==> src/rtl/decode_stage.sv <==
// RV32I (+ optional RV32M) decode stage: combinational decoder feeding a registered
// valid/ready output bundle, with an optional 1-entry skid buffer and a halt FSM.
module decode_stage #(
  parameter bit ENABLE_M = 1'b0,
  parameter bit SKID_BUF = 1'b1,
  parameter int CNT_W    = 16
) (
  input  logic             clk,
  input  logic             rst_n,
  input  logic             flush,
  input  logic             in_valid,
  output logic             in_ready,
  input  logic [31:0]      ir,
  input  logic [31:0]      pc_in,
  output logic             out_valid,
  input  logic             out_ready,
  output logic [31:0]      pc_out,
  output logic [4:0]       srcreg1_num,
  output logic [4:0]       srcreg2_num,
  output logic [4:0]       dstreg_num,
  output logic [31:0]      imm,
  output logic [5:0]       alucode,
  output logic [1:0]       aluop1_type,
  output logic [1:0]       aluop2_type,
  output logic             reg_we,
  output logic             is_load,
  output logic             is_store,
  output logic             is_halt,
  output logic             illegal,
  output logic [CNT_W-1:0] illegal_count
);

  typedef struct packed {
    logic [31:0] pc;
    logic [4:0]  rs1;
    logic [4:0]  rs2;
    logic [4:0]  rd;
    logic [31:0] imm;
    logic [5:0]  alu;
    logic [1:0]  op1;
    logic [1:0]  op2;
    logic        we;
    logic        ld;
    logic        st;
    logic        halt;
    logic        ill;
  } bundle_t;

  typedef enum logic {RUN, HALTED} state_t;

  localparam bundle_t IDLE = '{pc: 32'd0, rs1: 5'd0, rs2: 5'd0, rd: 5'd0, imm: 32'd0,
                               alu: 6'd63, op1: 2'd0, op2: 2'd0, we: 1'b0, ld: 1'b0,
                               st: 1'b0, halt: 1'b0, ill: 1'b0};

  logic [6:0]  opcode, f7;
  logic [2:0]  f3;
  logic [31:0] imm_i, imm_s, imm_b, imm_u, imm_j;
  logic        bad, take, alive, out_v, skid_v;
  bundle_t     dec, out_q, skid_q;
  state_t      state, state_nx;

  assign opcode = ir[6:0];
  assign f3     = ir[14:12];
  assign f7     = ir[31:25];
  assign imm_i  = {{20{ir[31]}}, ir[31:20]};
  assign imm_s  = {{20{ir[31]}}, ir[31:25], ir[11:7]};
  assign imm_b  = {{19{ir[31]}}, ir[31], ir[7], ir[30:25], ir[11:8], 1'b0};
  assign imm_u  = {ir[31:12], 12'd0};
  assign imm_j  = {{11{ir[31]}}, ir[31], ir[19:12], ir[20], ir[30:21], 1'b0};

  always_comb begin
    dec    = IDLE;
    dec.pc = pc_in;
    bad    = 1'b0;
    case (opcode)
      7'b0110111: begin dec.alu = 6'd0; dec.rd = ir[11:7]; dec.imm = imm_u; dec.op2 = 2'd2; dec.we = 1'b1; end
      7'b0010111: begin dec.alu = 6'd1; dec.rd = ir[11:7]; dec.imm = imm_u; dec.op1 = 2'd3; dec.op2 = 2'd2; dec.we = 1'b1; end
      7'b1101111: begin dec.alu = 6'd2; dec.rd = ir[11:7]; dec.imm = imm_j; dec.op1 = 2'd3; dec.op2 = 2'd2; dec.we = 1'b1; end
      7'b1100111: begin
        dec.alu = 6'd3; dec.rd = ir[11:7]; dec.rs1 = ir[19:15]; dec.imm = imm_i;
        dec.op1 = 2'd1; dec.op2 = 2'd2; dec.we = 1'b1;
        bad = (f3 != 3'd0);
      end
      7'b1100011: begin
        dec.rs1 = ir[19:15]; dec.rs2 = ir[24:20]; dec.imm = imm_b; dec.op1 = 2'd1; dec.op2 = 2'd1;
        case (f3)
          3'd0: dec.alu = 6'd4;
          3'd1: dec.alu = 6'd5;
          3'd4: dec.alu = 6'd6;
          3'd5: dec.alu = 6'd7;
          3'd6: dec.alu = 6'd8;
          3'd7: dec.alu = 6'd9;
          default: bad = 1'b1;
        endcase
      end
      7'b0000011: begin
        dec.rd = ir[11:7]; dec.rs1 = ir[19:15]; dec.imm = imm_i; dec.op1 = 2'd1; dec.op2 = 2'd2;
        dec.we = 1'b1; dec.ld = 1'b1;
        case (f3)
          3'd0: dec.alu = 6'd10;
          3'd1: dec.alu = 6'd11;
          3'd2: dec.alu = 6'd12;
          3'd4: dec.alu = 6'd13;
          3'd5: dec.alu = 6'd14;
          default: bad = 1'b1;
        endcase
      end
      // Stores use the immediate as the address offset; rs2 carries the store data.
      7'b0100011: begin
        dec.rs1 = ir[19:15]; dec.rs2 = ir[24:20]; dec.imm = imm_s; dec.op1 = 2'd1; dec.op2 = 2'd2;
        dec.st = 1'b1;
        case (f3)
          3'd0: dec.alu = 6'd15;
          3'd1: dec.alu = 6'd16;
          3'd2: dec.alu = 6'd17;
          default: bad = 1'b1;
        endcase
      end
      7'b0010011: begin
        dec.rd = ir[11:7]; dec.rs1 = ir[19:15]; dec.imm = imm_i; dec.op1 = 2'd1; dec.op2 = 2'd2;
        dec.we = 1'b1;
        case (f3)
          3'd0: dec.alu = 6'd18;
          3'd1: if (f7 == 7'h00) dec.alu = 6'd25; else bad = 1'b1;
          3'd2: dec.alu = 6'd20;
          3'd3: dec.alu = 6'd21;
          3'd4: dec.alu = 6'd22;
          3'd5: if (f7 == 7'h00) dec.alu = 6'd26; else if (f7 == 7'h20) dec.alu = 6'd27; else bad = 1'b1;
          3'd6: dec.alu = 6'd23;
          default: dec.alu = 6'd24;
        endcase
      end
      7'b0110011: begin
        dec.rd = ir[11:7]; dec.rs1 = ir[19:15]; dec.rs2 = ir[24:20]; dec.op1 = 2'd1; dec.op2 = 2'd1;
        dec.we = 1'b1;
        if (f7 == 7'h00) begin
          case (f3)
            3'd0: dec.alu = 6'd18;
            3'd1: dec.alu = 6'd25;
            3'd2: dec.alu = 6'd20;
            3'd3: dec.alu = 6'd21;
            3'd4: dec.alu = 6'd22;
            3'd5: dec.alu = 6'd26;
            3'd6: dec.alu = 6'd23;
            default: dec.alu = 6'd24;
          endcase
        end else if (f7 == 7'h20 && f3 == 3'd0) dec.alu = 6'd19;
        else if (f7 == 7'h20 && f3 == 3'd5) dec.alu = 6'd27;
        else if (f7 == 7'h01 && ENABLE_M) dec.alu = 6'd28 + {3'd0, f3};
        else bad = 1'b1;
      end
      7'b1110011: begin
        if (ir == 32'h0000_0073) dec.halt = 1'b1;
        else bad = 1'b1;
      end
      default: bad = 1'b1;
    endcase
    if (bad) begin
      dec     = IDLE;
      dec.pc  = pc_in;
      dec.ill = 1'b1;
    end
    dec.we = dec.we && (dec.rd != 5'd0);
  end

  // alive keeps in_ready low until the first edge after reset is released.
  always_ff @(posedge clk or negedge rst_n) begin
    if (!rst_n) alive <= 1'b0;
    else        alive <= 1'b1;
  end

  assign in_ready = alive && (state == RUN) && (SKID_BUF ? !skid_v : (!out_v || out_ready));
  assign take     = in_valid && in_ready && !flush;

  always_ff @(posedge clk or negedge rst_n) begin
    if (!rst_n) state <= RUN;
    else        state <= state_nx;
  end

  always_comb begin
    state_nx = state;
    case (state)
      RUN:     if (take && dec.halt) state_nx = HALTED;
      default: if (flush) state_nx = RUN;
    endcase
  end

  // The skid entry only fills when the output register is stalled; it always drains first.
  always_ff @(posedge clk or negedge rst_n) begin
    if (!rst_n) begin
      out_v  <= 1'b0;
      out_q  <= IDLE;
      skid_v <= 1'b0;
      skid_q <= IDLE;
    end else if (flush) begin
      out_v  <= 1'b0;
      skid_v <= 1'b0;
    end else if (out_v && !out_ready) begin
      if (take && SKID_BUF) begin
        skid_q <= dec;
        skid_v <= 1'b1;
      end
    end else if (skid_v) begin
      out_q  <= skid_q;
      out_v  <= 1'b1;
      skid_v <= 1'b0;
    end else if (take) begin
      out_q <= dec;
      out_v <= 1'b1;
    end else begin
      out_v <= 1'b0;
    end
  end

  always_ff @(posedge clk or negedge rst_n) begin
    if (!rst_n) illegal_count <= '0;
    else if (out_v && out_ready && out_q.ill && (illegal_count != '1))
      illegal_count <= illegal_count + 1'b1;
  end

  assign out_valid   = out_v;
  assign pc_out      = out_q.pc;
  assign srcreg1_num = out_q.rs1;
  assign srcreg2_num = out_q.rs2;
  assign dstreg_num  = out_q.rd;
  assign imm         = out_q.imm;
  assign alucode     = out_q.alu;
  assign aluop1_type = out_q.op1;
  assign aluop2_type = out_q.op2;
  assign reg_we      = out_q.we;
  assign is_load     = out_q.ld;
  assign is_store    = out_q.st;
  assign is_halt     = out_q.halt;
  assign illegal     = out_q.ill;

endmodule

==> config.mk <==
export PLATFORM = sky130hd
export DESIGN_NAME = decode_stage
export DESIGN_NICKNAME = d
export VERILOG_FILES = /design/src/rtl/decode_stage.sv
export SDC_FILE = /design/constraint.sdc
export NUM_CORES = 1
export LEC_CHECK = 0
export BUFFER_PORTS_ARGS = -buffer_cell sky130_fd_sc_hd__buf_4
export CAP_MARGIN = 20
export CORE_UTILIZATION = 32
export DETAILED_ROUTE_END_ITERATION = 10
export SLEW_MARGIN = 25
export SYNTH_ARGS = -nofsm -noshare
export SYNTH_HDL_FRONTEND = slang
export SYNTH_SLANG_ARGS = --single-unit
==> constraint.sdc <==
create_clock -name clk -period 2.15 [get_ports clk]
set_clock_uncertainty 0.2 [all_clocks]
set_input_delay 0.1075 -clock clk [delete_from_list [all_inputs] [get_ports clk]]
set_output_delay 0.1075 -clock clk [all_outputs]
set_load 0.03 [all_outputs]
==> results.yml, run 1 <==
yosys:
  synth_ff_type: "dfrtp_1"
  yosys.area.top_type: "dfrtp_1"
  postSynthAreaPerCell_sq_um: 9.25
  synth_edf_count: 0
  synth_top_area_share: 0.491
  syn_nets: 1150
  ys_seq_area_frac: 0.522
  yosys.cell_types.count: 71
  syn_area_sq_um: 9990
  synthTopCellsByArea: "dfrtp_1 (49%), nand2_1 (9.9%), o21ai_0 (3.6%)"
  synthArstFlopShare: 1.00
  ys_ff_latch: 208
  syn_inst: 1080
  synth_common_cells: "nand2_1 (263), dfrtp_1 (196), o21ai_0 (71)"
  synth.most_common_cell: "nand2_1"
  yosysWarnings: 0
cells_and_area:
  drive_gt1_frac: 0.321
  nNetsFinal: 1493
  diodes: 0
  syn_to_final_growth_pct: 47.7
  num-fill-cells: 2886
route:
  dr.pass1.iters: 4
  drt-vias-per-instance: 5.17
  drt_wl_total_mm: 33.3
  drc: 0
  vias: 9490
  drt_iter0_markers: 514
  wl_per_cell_um: 18.1
  ant_nets: 0
die:
  ios: 181
  start_util: 0.326
  chipHeight_um: 179
  die_w_um: 179
  dieArea_sq_um: 31900
  placementRows: 64
  coreArea_sq_um: 30700
critical_path:
  cp-start-kind: "input pin"
  worst_ep_required_time_ns: 2.40
  end_kind: "flop"
  max_stage_delay_ns: 0.52
  path_cells: "buf_6 -> or4_4 -> or4_4 -> nor4b_4 -> buf_4 -> o2111a_2 -> buf_4 -> buf_12 -> buf_4 -> nand3_2 -> o21ai_1"
  cpMostUsedCell: "buf_4"
  cp.arrival_ns: 2.50
  path_class: "input pin to flop"
  crit_buf_inv: 5
  cp_slowest_cell: "or4_4"
  crit_fanout: 5
  cp_top_family: "simple AND/OR/NAND/NOR gates"
placed_design:
  io_buffers: 180
  dpl.hpwl_mm: 22.7
  gp_congestion: 0.865
timing:
  grt_setup_unrepaired: "true"
  worstMarginPinSlew_ns: 0.574
  setup_ws_ns: -0.107
  setup_violations: 90
  fmax_ghz: 0.443
  setup_tns_ns: -5.07
  fin_crit_sh: 1.05
  drv_slew: 0
  relSlewSlack: 0.613
  final.min_clock_period_ns: 2.26
  holdWs_ns: 0.0264
  hold_violations: 0
cts:
  cts_tree: "done"
  cts_buffers: 25
  cts.htree.levels: 1
  clk_path_buf_depth: 3
  numClockSinks: 208
  clk_pin_slew_ns: 0.06
  insertion_delay_ns: 0.52
  root_buffer: "clkbuf_16"
job:
  max-cap-violations: 0
pwr:
  power_w: 0.0105
  irDropWorstVdd_v: 0.000533
  leakagePower_nw: 6.99
  p_per_area_nw_per_um2: 710
global_route:
  grt-ovfl-total: 0
  antenna_found_initial: 0
  grt_pass1_wl_mm: 51.7
  grt_max_degree: 60
  track_usage: 0.206
  grt_pass1_vias: 9307
worst_hold_path:
  hold_class: "input pin to flop"
outcome:
  status: "complete, but fails checks"
  violations: "negative setup slack"
cell usage in the layout (no fill, tap or decap), types with 27 or more instances in the layout:
cell,Yosys,layout
dfrtp_1,196,195
nand2_1,263,260
o21ai_0,71,49
dlygate4sd3_1,0,60
mux2i_1,34,34
nand3_1,68,63
nor2_1,34,32
and3_1,30,30
buf_4,1,307
a21oi_1,60,57
clkbuf_16,0,27
routing by layer:
| layer | global-route usage | vias up | wire (um) |
|---|---|---|---|
| li1 | - | 4493 | - |
| met1 | 0.281 | 4625 | 14800 |
| met2 | 0.329 | 325 | 15500 |
| met3 | 0.0435 | 47 | 2330 |
| met4 | 0.0586 | 0 | 716 |
| met5 | 0 | - | 0 |
stage by stage:
step | cell area (sq um) | std cells | utilization | setup slack (ns)
after floorplan | 10100 | 1080 | - | -0.381
after global placement | 12900 | 1723 | 0.421 | -0.596
after detailed placement | 12900 | 1723 | 0.421 | -0.627
after CTS | 14400 | 1831 | 0.471 | -0.0739
after global routing | 14800 | 1837 | 0.481 | -0.182
final | 14800 | 1837 | 0.481 | -0.107
repair_timing:
action | CTS | global route
gates cloned | 0 | 3
buffers inserted | 3 | 3
endpoints found under the setup margin | 61 | 139
resized for setup | 20 | 48
hold buffers | 60 | 0
endpoints found under the hold margin | 333 | 0
pin swaps | 3 | 4
final cells by class:
| cell class | instances | area, sq um | area share |
|---|---|---|---|
| Clock inverter | 8 | 100 | 0.00678 |
| Clock buffer | 37 | 731 | 0.0495 |
| Inverter | 14 | 52.6 | 0.00356 |
| Sequential cell | 208 | 5220 | 0.354 |
| Timing Repair Buffer | 394 | 3370 | 0.228 |
| Tap cell | 396 | 495 | 0.0336 |
| Multi-Input combinational cell | 780 | 4790 | 0.324 |
registers in the layout (all words and copies together), names as in the netlist:
register	cells
is_halt	1
srcreg1_num	5
illegal	1
skid_v	1
out_valid	1
skid_q	94
srcreg2_num	5
reg_we	1
alucode	6
imm	32
illegal_count	16
pc_out	32
alive	1
aluop1_type	2
dstreg_num	5
is_load	1
aluop2_type	2
is_store	1
state	1
power breakdown:
group,total (W),switching [W],internal (W)
combinational,0.00177,0.00102,0.000747
clock,0.00425,0.00167,0.00259
sequential,0.00446,0.000199,0.00426
total,0.0105,0.00289,0.00759
worst paths after layout:
kind / from / end / slack (ns) / cells after the start
max in group asynchronous: rst_n / pc_out[19] / 0.62 / 4
hold reg to reg: skid_q[49] / skid_q[49] / 0.27 / 2
min in group asynchronous: rst_n / skid_q[40] / 0.45 / 3
hold / removal: ir[14] / skid_q[10] / 0.03 / 4
setup reg to reg: skid_v / imm[13] / -0.02 / 7
setup / recovery: ir[25] / imm[0] / -0.11 / 11
logic make-up after synthesis:
kind of cell    synth area share
compound gates             0.154
buf+inv                   0.0374
fa+ha+maj                0.00125
other cells             0.000375
flops                      0.522
xor+xnor                  0.0158
simple gates               0.233
mux                       0.0363
tightest hold or removal path: cells and delay by family:
kind                   cells  cell delay (ns)
AOI/OAI and AO/OA          3             0.47
buffers and inverters      1             0.12
No activity file was read; power rests on OpenSTA's default activity.
==> inputs of run 2 (changes only) <==
Settings changed: SKIP_LAST_GASP set to 1.
==> run 2 against run 1 <==
Compared with the run above:
- the run still ends with negative setup slack left
- critical path type unchanged
- sequential power hardly changed
- final cell count rose by 0.60%
- largest power group unchanged
- worst setup slack got worse by 0.0035 ns
- first-iteration DRC count is 2.1% higher
- register-to-register slack hardly changed
- via count rose by 1.7%
==> results.yml, run 2 (synthesis gave the netlist of run 1 again) <==
outcome:
  status: "complete, but fails checks"
  violations: "negative setup slack"
timing:
  setup_tns_ns: -4.27
  relSlewSlack: 0.617
  grt_setup_unrepaired: "true"
  worstMarginPinSlew_ns: 0.568
  setup_ws_ns: -0.110
  final.min_clock_period_ns: 2.26
  holdWs_ns: 0.0107
  drv_slew: 0
  hold_violations: 0
  setup_violations: 92
  fin_crit_sh: 1.05
  fmax_ghz: 0.442
worst_hold_path:
  holdPathStages: 6
  hold_class: "input pin to flop"
  hp-start: "ir[31]"
  min_to: "skid_q[26]"
pwr:
  irDropWorstVdd_v: 0.000554
  p_per_area_nw_per_um2: 688
  leakagePower_nw: 7.13
cells_and_area:
  num-fill-cells: 2817
  multiInputGateArea_sq_um: 5220
  nNetsFinal: 1504
  diodes: 0
  layout_common_cells: "buf_4 (304), nand2_1 (260), dfrtp_1 (195), nand3_1 (62), dlygate4sd3_1 (60)"
  finish.instance_area_sq_um: 15300
  register_area_sq_um: 5220
  regMostFlops: "skid_q"
  final_common_cell: "buf_4"
  drive_gt1_frac: 0.340
  largest_register_ffs: 94
  syn_to_final_growth_pct: 53.6
cts:
  cts_buffers: 25
  numClockSinks: 208
  insertion_delay_ns: 0.52
  clk_path_buf_depth: 3
  cts.htree.levels: 1
  cts_tree: "done"
  root_buffer: "clkbuf_16"
  clk_pin_slew_ns: 0.06
global_route:
  grt_pass1_wl_mm: 51.6
  gr-usage-met1: 0.281
  grt-ovfl-total: 0
  track_usage: 0.206
  grt_max_degree: 60
  globalRouteMet2Util: 0.329
  grt.busiest_layer: "met2"
  grt_use_met3: 0.0435
  antenna_found_initial: 0
  grt_pass1_vias: 9289
critical_path:
  r2r_slack_ns: -0.01
  cp_top_family: "simple AND/OR/NAND/NOR gates"
  reg2reg_from: "state"
  path_cells: "buf_6 -> or4_4 -> or4_4 -> nor4b_4 -> o2111a_2 -> buf_6 -> nand2_8 -> clkbuf_16 -> o31ai_4"
  cp_slowest_cell: "or4_4"
  cp.arrival_ns: 2.48
  path_class: "input pin to flop"
  r2r-end: "skid_q[41]"
  crit_buf_inv: 3
  max_stage_delay_ns: 0.52
  reg2reg_depth: 7
  cp-startpoint: "ir[25]"
  crit_fanout: 6
  worst_ep_required_time_ns: 2.37
  cp-start-kind: "input pin"
  end_kind: "flop"
route:
  ant_nets: 0
  drt_iter0_markers: 525
  drt-vias-per-instance: 5.23
  drt_wl_total_mm: 34.5
  drc: 0
  wl_per_cell_um: 18.7
  dr.pass1.iters: 5
  vias: 9656
die:
  start_util: 0.326
  die_w_um: 179
  chipHeight_um: 179
  placementRows: 64
  dieArea_sq_um: 31900
  coreArea_sq_um: 30700
  ios: 181
placed_design:
  io_buffers: 180
  dpl.hpwl_mm: 22.7
  dpl_cell_area_sq_um: 12900
  gp_congestion: 0.865
job:
  max-cap-violations: 0
==> run 2: power breakdown <==
group	internal (W)	total, W	leakage, nW	switching, W
Clock	0.00259	0.00427	0.407	0.00168
Sequential	0.00426	0.00446	2.77	0.000199
Combinational	0.000774	0.00184	3.95	0.00106
==> run 2: what timing repair did <==
item | CTS | global route
setup buffers | 3 | 10
setup endpoints to repair | 61 | 142
endpoints found under the hold margin | 331 | 0
hold buffers | 60 | 0
gates resized for setup | 18 | 118
cloned | 0 | 8
pin swaps | 3 | 24
==> run 2: layout make-up <==
cell class | count | share of cell area
sequential | 208 | 0.340
clock buffer | 37 | 0.0476
tap | 396 | 0.0323
timing repair buffer | 403 | 0.230
multi-input combinational | 782 | 0.340
inverter | 14 | 0.00342
clock inverter | 8 | 0.00652
==> run 2: worst max path at each step <==
stage                            end  slack [ns]  depth (start not counted)
after floorplan              imm[20]       -0.38                          7
after global placement        imm[2]       -0.60                          8
after detailed placement     imm[21]       -0.63                          8
after CTS                    imm[13]        -0.1                          8
after global routing          imm[4]       -0.19                          8
final                     skid_q[33]       -0.11                          9
==> run 2: metrics by stage <==
step	util	power, W	setup WS (ns)	instances
finish	0.500	0.0106	-0.110	1848
CTS	0.470	0.0106	-0.0969	1831
floorplan	-	0.00532	-0.381	1080
detailed placement	0.421	0.00618	-0.627	1723
global placement	0.421	0.00614	-0.596	1723
global route	0.500	0.0110	-0.194	1848
==> run 2: routing by layer <==
layer  vias up  part of all wire
met5         -                 0
met3        59             0.066
met1      4743              0.44
li1       4522                 -
met2       332              0.47
met4         0             0.025
==> run 2: tightest hold or removal path: cells and delay by family <==
kind            cells  cell delay (ns)
compound gates      2             0.13
simple gates        2             0.18
buf+inv             2             0.27
